$ cat src/rtl/arm_dp_sequencer_pkg.sv
// Shared definitions for the ARM data-processing sequencer: FSM states,
// condition codes, opcode constants, RSLCT field offsets and decode helpers.
package arm_dp_sequencer_pkg;

  // Sequencer FSM states
  typedef enum logic [1:0] {
    ST_IDLE   = 2'd0,
    ST_DECODE = 2'd1,
    ST_EXEC   = 2'd2,
    ST_WRITE  = 2'd3
  } state_e;

  // ARM condition field encodings
  localparam logic [3:0] COND_EQ = 4'h0;
  localparam logic [3:0] COND_NE = 4'h1;
  localparam logic [3:0] COND_CS = 4'h2;
  localparam logic [3:0] COND_CC = 4'h3;
  localparam logic [3:0] COND_MI = 4'h4;
  localparam logic [3:0] COND_PL = 4'h5;
  localparam logic [3:0] COND_VS = 4'h6;
  localparam logic [3:0] COND_VC = 4'h7;
  localparam logic [3:0] COND_HI = 4'h8;
  localparam logic [3:0] COND_LS = 4'h9;
  localparam logic [3:0] COND_GE = 4'hA;
  localparam logic [3:0] COND_LT = 4'hB;
  localparam logic [3:0] COND_GT = 4'hC;
  localparam logic [3:0] COND_LE = 4'hD;
  localparam logic [3:0] COND_AL = 4'hE;
  localparam logic [3:0] COND_NV = 4'hF;

  // Compare-class opcodes: they only produce flags, never a register write
  localparam logic [3:0] OPC_TST = 4'd8;
  localparam logic [3:0] OPC_TEQ = 4'd9;
  localparam logic [3:0] OPC_CMP = 4'd10;
  localparam logic [3:0] OPC_CMN = 4'd11;

  // Default ALU opcode when nothing is issued
  localparam logic [4:0] OP_IDLE_DEFAULT = 5'd17;

  // Flag bit positions inside {N,Z,C,V}
  localparam int FLAG_N = 3;
  localparam int FLAG_Z = 2;
  localparam int FLAG_C = 1;
  localparam int FLAG_V = 0;

  // Low bit of each 4-bit register select inside RSLCT
  localparam int RSL_RN_LO  = 0;
  localparam int RSL_RM_LO  = 4;
  localparam int RSL_RS_LO  = 8;
  localparam int RSL_RD_LO  = 12;
  localparam int RSL_RN2_LO = 16;

  // Opcode falls in TST..CMN
  function automatic logic is_compare_op(input logic [3:0] opc);
    return (opc >= OPC_TST) && (opc <= OPC_CMN);
  endfunction

  // Register-register, unshifted data-processing form only.
  // cls = IR[27:25], shift = IR[11:4]
  function automatic logic dp_supported(input logic [2:0] cls, input logic [7:0] shift);
    return (cls == 3'b000) && (shift == 8'h00);
  endfunction

endpackage

$ cat src/rtl/arm_dp_sequencer_cond_check.sv
// Combinational ARM condition-code evaluator against the current NZCV flags.
module arm_cond_check
  import arm_dp_sequencer_pkg::*;
(
  input  logic [3:0] cond,
  input  logic [3:0] nzcv,
  output logic       pass
);

  logic n_f, z_f, c_f, v_f;

  assign n_f = nzcv[FLAG_N];
  assign z_f = nzcv[FLAG_Z];
  assign c_f = nzcv[FLAG_C];
  assign v_f = nzcv[FLAG_V];

  // Condition decode; NV never passes
  always_comb begin
    pass = 1'b0;
    case (cond)
      COND_EQ: pass = z_f;
      COND_NE: pass = !z_f;
      COND_CS: pass = c_f;
      COND_CC: pass = !c_f;
      COND_MI: pass = n_f;
      COND_PL: pass = !n_f;
      COND_VS: pass = v_f;
      COND_VC: pass = !v_f;
      COND_HI: pass = c_f && !z_f;
      COND_LS: pass = !c_f || z_f;
      COND_GE: pass = (n_f == v_f);
      COND_LT: pass = (n_f != v_f);
      COND_GT: pass = !z_f && (n_f == v_f);
      COND_LE: pass = z_f || (n_f != v_f);
      COND_AL: pass = 1'b1;
      COND_NV: pass = 1'b0;
      default: pass = 1'b0;
    endcase
  end

endmodule

$ cat src/rtl/arm_dp_sequencer.sv
// Control sequencer for register-form ARM data-processing instructions:
// accepts an instruction, checks support and condition, then drives the
// RegisterFile/ALU controls through EXEC and WRITE, capturing flags into CPSR.
module arm_dp_sequencer
  import arm_dp_sequencer_pkg::*;
#(
  parameter logic [4:0] OP_IDLE  = OP_IDLE_DEFAULT,
  parameter logic [3:0] CPSR_RST = 4'h0
) (
  input  logic        Clk,
  input  logic        RESET,
  input  logic [31:0] IR_in,
  input  logic        IR_valid,
  output logic        IR_ready,
  input  logic [3:0]  FLAGS_OUT,
  output logic [3:0]  FLAGS,
  output logic [19:0] RSLCT,
  output logic [4:0]  OP,
  output logic        S,
  output logic        ALU_OUT,
  output logic        LOAD,
  output logic        LOADPC,
  output logic        IR_CU,
  output logic        done,
  output logic        undef
);

  state_e      state_q, state_d;
  logic [31:0] ir_q, ir_d;
  logic [3:0]  cpsr_q, cpsr_d;
  logic        ir_cu_q, ir_cu_d;

  logic        cond_pass;
  logic        supported;
  logic        cmp_class;
  logic        rd_is_pc;
  logic [19:0] rslct_fields;

  arm_cond_check u_cond_check (
    .cond (ir_q[31:28]),
    .nzcv (cpsr_q),
    .pass (cond_pass)
  );

  // Field decode of the latched instruction
  always_comb begin
    supported    = dp_supported(ir_q[27:25], ir_q[11:4]);
    cmp_class    = is_compare_op(ir_q[24:21]);
    rd_is_pc     = (ir_q[15:12] == 4'hF);
    rslct_fields = '0;
    rslct_fields[RSL_RN_LO  +: 4] = ir_q[19:16];
    rslct_fields[RSL_RM_LO  +: 4] = ir_q[3:0];
    rslct_fields[RSL_RS_LO  +: 4] = ir_q[11:8];
    rslct_fields[RSL_RD_LO  +: 4] = ir_q[15:12];
    rslct_fields[RSL_RN2_LO +: 4] = ir_q[19:16];
  end

  // Next-state, register updates and output decode
  always_comb begin
    state_d  = state_q;
    ir_d     = ir_q;
    cpsr_d   = cpsr_q;
    ir_cu_d  = 1'b1;
    IR_ready = 1'b0;
    RSLCT    = '0;
    OP       = OP_IDLE;
    S        = 1'b0;
    ALU_OUT  = 1'b0;
    LOAD     = 1'b0;
    LOADPC   = 1'b0;
    done     = 1'b0;
    undef    = 1'b0;
    FLAGS    = cpsr_q;
    IR_CU    = ir_cu_q;

    unique case (state_q)
      ST_IDLE: begin
        IR_ready = 1'b1;
        if (IR_valid) begin
          ir_d    = IR_in;
          state_d = ST_DECODE;
        end
      end
      ST_DECODE: begin
        RSLCT = rslct_fields;
        if (!supported) begin
          undef   = 1'b1;
          state_d = ST_IDLE;
        end else if (!cond_pass) begin
          done    = 1'b1;
          state_d = ST_IDLE;
        end else begin
          state_d = ST_EXEC;
        end
      end
      ST_EXEC: begin
        RSLCT   = rslct_fields;
        OP      = {1'b0, ir_q[24:21]};
        S       = ir_q[20];
        ALU_OUT = 1'b1;
        state_d = ST_WRITE;
      end
      ST_WRITE: begin
        RSLCT   = rslct_fields;
        OP      = {1'b0, ir_q[24:21]};
        S       = ir_q[20];
        ALU_OUT = 1'b1;
        LOAD    = !cmp_class && !rd_is_pc;
        LOADPC  = !cmp_class && rd_is_pc;
        if (ir_q[20]) begin
          cpsr_d = FLAGS_OUT;
        end
        done    = 1'b1;
        state_d = ST_IDLE;
      end
      default: begin
        state_d = ST_IDLE;
      end
    endcase
  end

  // State, instruction, CPSR and IR_CU registers; reset aborts any sequence
  always_ff @(posedge Clk or negedge RESET) begin
    if (!RESET) begin
      state_q <= ST_IDLE;
      ir_q    <= '0;
      cpsr_q  <= CPSR_RST;
      ir_cu_q <= 1'b0;
    end else begin
      state_q <= state_d;
      ir_q    <= ir_d;
      cpsr_q  <= cpsr_d;
      ir_cu_q <= ir_cu_d;
    end
  end

endmodule

$ cat config.mk
export PLATFORM = sky130hd
export DESIGN_NAME = arm_dp_sequencer
export DESIGN_NICKNAME = d
export VERILOG_FILES = /design/src/rtl/arm_dp_sequencer_pkg.sv /design/src/rtl/arm_dp_sequencer_cond_check.sv /design/src/rtl/arm_dp_sequencer.sv
export SDC_FILE = /design/constraint.sdc
export NUM_CORES = 1
export LEC_CHECK = 0
export ABC_AREA = 1
export BUFFER_PORTS_ARGS = -buffer_cell sky130_fd_sc_hd__buf_2
export CAP_MARGIN = 20
export CORE_MARGIN = 2
export CORE_UTILIZATION = 30
export CTS_CLUSTER_DIAMETER = 50
export DETAILED_ROUTE_END_ITERATION = 8
export GPL_ROUTABILITY_DRIVEN = 0
export GPL_TIMING_DRIVEN = 0
export PLACE_DENSITY_LB_ADDON = 0.05
export SLEW_MARGIN = 20
export SYNTH_ARGS = -nofsm -noshare
export SYNTH_HDL_FRONTEND = slang
export SYNTH_SLANG_ARGS = --single-unit
$ cat constraint.sdc
create_clock -name Clk -period 2.65 [get_ports Clk]
set_input_delay 0.1325 -clock Clk [delete_from_list [all_inputs] [get_ports Clk]]
set_output_delay 0.1325 -clock Clk [all_outputs]
set_load 0.05 [all_outputs]
# Yosys cells after proc, flatten, opt, wreduce, memory -nomap -nowiden
# Index checks and enable logic that the tools add are counted.
# classes
eq_ne,22
multipliers,0
shift,0
n_div,0
n_addsub,0
reduce_logical,22
magnitude_cmp,2
n_mux,17
n_bitwise,0
# op_table
cell,count
4-bit equality test (second input constant),9
20-bit two-way mux,1
4-bit by 3-bit equality test with 1-bit output (second input constant),4
1-bit case mux with 16 select lines,1
1-bit two-way mux,9
4-bit by 2-bit equality test with 1-bit output (second input constant),2
8-bit zero test,1
2-bit case mux with 4 select lines,1
1-bit logical AND,6
1-bit zero test,6
2-bit two-way mux,3
5-bit two-way mux,1
2-bit equality test (second input constant),2
4-bit by 1-bit equality test with 1-bit output (second input constant),1
4-bit >= comparator (second input constant),1
4-bit less-or-equal comparator (second input constant),1
4-bit zero test,1
2-bit AND reduction,2
3-bit zero test,1
3-bit OR reduction,1
2-bit by 1-bit equality test with 1-bit output (second input constant),1
2-bit zero test,1
1-bit logical OR,2
2-bit != test (second input constant),1
other kinds (4),4
# totals
out_inout_bits,37
n_memories,0
mem_bits_ro,0
mem_bits_rw,0
in_bits,39
reg_bits,39
latch_bits,0
wordCells,67

# Logic depth before layout (Yosys ltp)
# depth
word_depth,6
ltp_mapped,12
ltp_nobuf,12

# Hierarchy
# Synthesis repeated with hierarchy kept, for this count alone.
# hier_totals
hier_cells,268
hier_area_um2,1974.4
# by_module_without_submodules
module,area_each_um2,n_inst,cells_per_inst
arm_dp_sequencer,1769.2,1,223
arm_cond_check,205.2,1,45

# Worst setup path before layout
# No wires, ideal clock.
# synth_timing
kind,flip-flop to output port
startpoint,"reg cpsr_q[0], in the netlist FLAGS[0]"
endpoint,out done
arrival_time_ps,1761
path_buffers,0
path_stages_with_launch,12
setup_slack_ps,756
cell_sequence,dfrtp_1 -> inv_1 -> nand2_1 -> o21ai_1 -> or2_1 -> nand3_1 -> nand2_1 -> inv_1 -> nand2_1 -> nand2_1 -> nand2_1 -> nand2_1
# synth_via
elab_chain_len,6
# synth_lines
element,line_no,source
from (decl),arm_dp_sequencer.sv:30,"logic [3:0] cpsr_q, cpsr_d;"
from (signal assigned),arm_dp_sequencer.sv:132,cpsr_q <= cpsr_d;
1-bit != test or 1-bit equality test (tied branches),-,
1-bit logical OR or 1-bit logical AND (tied branches),"arm_dp_sequencer_cond_check.sv:34, arm_dp_sequencer_cond_check.sv:33",
1-bit case mux with 16 select lines *,arm_dp_sequencer_cond_check.sv:20,case (cond)
1-bit two-way mux *,arm_dp_sequencer.sv:89,end else if (!cond_pass) begin
1-bit two-way mux *,arm_dp_sequencer.sv:86,if (!supported) begin
1-bit case mux with 2 select lines *,arm_dp_sequencer.sv:76,unique case (state_q)
to (decl),arm_dp_sequencer.sv:24,"output logic done,"
# Mark *: on every way between the ends. The rest lies on a longest branch, timed or not.

# Final worst setup path
# layout_timing
startpoint,reg ir_q[29]
endpoint,out done
# layout_via
elab_chain_len,5
# layout_lines
element,line_no,source
from (decl),arm_dp_sequencer.sv:29,"logic [31:0] ir_q, ir_d;"
from (signal assigned),arm_dp_sequencer.sv:131,ir_q <= ir_d;
"4-bit equality test, or another cell as far along",arm_dp_sequencer_cond_check.sv:20,
1-bit case mux with 16 select lines *,arm_dp_sequencer_cond_check.sv:20,
1-bit two-way mux *,arm_dp_sequencer.sv:89,
1-bit two-way mux *,arm_dp_sequencer.sv:86,
1-bit case mux with 2 select lines *,arm_dp_sequencer.sv:76,
# Marked as above.

==> results by group <==
Setup path
  – Worst-path maximum fanout: 9
  – Crit-path cells: buf_6, nor3_1, nand2_1, nand2_1, nand2_1, nand3_1, nand2_1, nand2_1, nand2_1, nand2_1, nand2_1, buf_2
  – Delay-heaviest family, CP: simple AND/OR/NAND/NOR gates
  – Worst EP required: about 2500 ps
  – Crit path launch type: flop
  – CP max stage cell: dfrtp_1
  – Worst EP arrival: between 1500 and 2000 ps
  – Worst path bufs/invs: 2
  – Most used cell, CP: nand2_1
  – Max incr delay on CP: between 300 and 400 ps
  – Nature of the critical path endpoint: output pin
  – Crit path kind: flop to output pin

Pwr
  – Maximum VDD drop: approximately 0.27 mV
  – PwrDens: roughly 600 nW/µm²
  – Pleak: approximately 1.4 nW
  – Tot Pwr: around 0.0015 W

Global routing
  – Initial antenna violation count: 0
  – Vias in the first global route: ~1600
  – Total track usage: 0.131
  – Largest net degree at the start of global routing: 40
  – Global-route wire length before repair: 7.38 mm
  – Remaining Overflow, GRT: 0

Cells and area
  – Utilization after layout: 0.399
  – Most frequent cells in the layout: buf_2 (75), nor2_1 (48), dfrtp_1 (39)
  – Share of layout cells above drive strength 1: 0.355
  – Layout overhead on the synthesized area: 29.0%
  – N_diodes: 0
  – Filler cell count: approximately 690
  – Nets: ~350
  – Cell area after layout: around 2500 µm²
  – Most common cell after layout, fill and taps aside: buf_2

Timing
  – Tightest Pin Transition: 885 ps
  – Fin Clk Skew: around 5.6 ps
  – Post-route minimum period: 1980 ps
  – Max Slew Vio Count: 0
  – Setup violators final: 0
  – Final Hold Fails: 0
  – Max-Slew Margin vs Limit: 0.410
  – Fin Setup TNS: 0 ps
  – Fmax: about 500 MHz
  – Fin crit share: 0.748
  – Hold_ws: between 60 and 70 ps
  – RSZ-0062 raised after global routing: false

Synthesis
  – Syn Area/Cell: between 8 and 9 µm²
  – Syn nets: about 270
  – Sequential cell area fraction in the yosys report: 0.500
  – Yosys reg bits: 39
  – Distinct cell type count after synthesis: 25
  – Synth Instances: 229
  – Post-Syn Area: ~2000 µm²
  – Synth warnings: 0

Routing
  – Via density: roughly 4.3
  – Post-route antenna net violation count: 0
  – Iteration-0 DRC Markers: 50
  – DRC Markers: 0
  – Wire per inst: 11.8 µm
  – Total number of vias: around 1700
  – Routed wire length: roughly 4.6 mm
  – Drt first pass iters: 4

Clock network
  – Clock root cell: clkbuf_8
  – TritonCTS clock tree: built
  – Post-CTS Setup Repair Bufs: 0
  – Clock Latency Late Sink: between 200 and 300 ps
  – Clock buffers created by TritonCTS: 5
  – H-tree depth: 2
  – CTS max path bufs: 2
  – Clock transition at path regs: 80 ps
  – # hold bufs at CTS: 1
  – Post-cts resize count: 0
  – Clock sinks: 39

Place
  – Port Buffers: 75
  – Placed Area: between 2000 and 2500 µm²
  – Hpwl dp: 3.44 mm

Run status
  – Outcome: completed

Floorplan
  – Die Area: 7170 µm²
  – Starting Density: 0.309
  – DIE HEIGHT: approximately 85 µm
  – Die span in x: approximately 85 µm
  – Core box area: 6310 µm²
  – Num rows: 29
  – IO Count: 76

Flow run
  – Max_cap viols: 0

Hold path
  – Hold Path Class: input pin to flop
[cell families (layout without fill, tap and decap cells)]
group                  count (synthesis)  in the layout  share of synthesized area
AO/OA/AOI/OAI                         27             27                     0.0705
buffers and inverters                 46            130                      0.113
flip-flops                            39             39                      0.500
multiplexers                          14             14                     0.0962
other                                  1              1                    0.00192
AND/OR/NAND/NOR                      102            102                      0.218
[through the flow]
stage                     worst slack [ps]  cells
after floorplan                        756    229
final                                  669    390
after detailed placement               952    381
after global routing                   462    390
after global placement                 943    381
after CTS                              617    390
[state kept, by name, summed over array words and instances (netlist names), named ones only]
register / count
IR_CU: 1
FLAGS: 4
state_q: 1
ir_q: 32
[area by class of cell]
cell class                      instances  area (µm²)  area share
Buffer                                 13        97.6      0.0387
Clock buffer                            6        72.6      0.0288
Clock inverter                          2        12.5     0.00497
Inverter                               33         124      0.0492
Multi-Input combinational cell        144         754       0.300
Sequential cell                        39         976       0.387
Tap cell                               77        96.3      0.0383
Timing Repair Buffer                   76         385       0.153
[path summary, 6_finish.rpt]
kind,startpoint,endpoint,slack [ps],depth (start not counted)
setup / recovery,ir_q[29],done,670,12
hold / removal,IR_in[25],ir_q[25],70,2
setup reg to reg,state_q[0],ir_q[19],1200,5
hold reg to reg,ir_q[21],ir_q[21],500,1
max in group asynchronous,RESET,asynchronous set/reset pin,1600,2
min in group asynchronous,RESET,ir_q[12],500,2
[worst register-to-register path, stage by stage (launching register included)]
cell      delay (ps)
dfrtp_1          440
nor2_4           260
nand2_4          140
clkbuf_1         280
nor2_1           170
a21oi_1           60
[Yosys cell counts]
cell type	n	area [µm²]
nor2_1	48	180
dfrtp_1	39	976
nand2_1	37	139
inv_1	32	120
a21oi_1	23	115
mux2_4	8	120
mux2_2	6	67.6
nand3_1	6	30.0
buf_4	5	37.5
buf_6	4	45.0
clkbuf_1	4	15.0
nor3_1	2	10.0
nor4_1	2	12.5
o21ai_0	2	10.0
conb_1	1	3.75
inv_2	1	3.75
nand2_2	1	6.26
nand2_4	1	11.3
nand4_1	1	6.26
nor2_2	1	6.26
nor2_4	1	11.3
o21a_1	1	7.51
o21ai_1	1	5.00
or2_1	1	6.26
or2_2	1	6.26
[where the power goes]
part | internal, W | switching [W]
clock network | 0.000184 | 0.000208
registers | 0.000666 | 0.0000372
logic | 0.000147 | 0.000269
total | 0.000997 | 0.000514
[layer usage]
| metal | GRT usage | vias up | share of wire |
|---|---|---|---|
| met2 | 0.211 | 35 | 0.47 |
| li1 | - | 863 | - |
| met3 | 0.0413 | 8 | 0.055 |
| met1 | 0.170 | 772 | 0.46 |
| met4 | 0.0390 | 0 | 0.013 |
| met5 | 0 | - | 0 |
(Power assumes the default switching activity.)
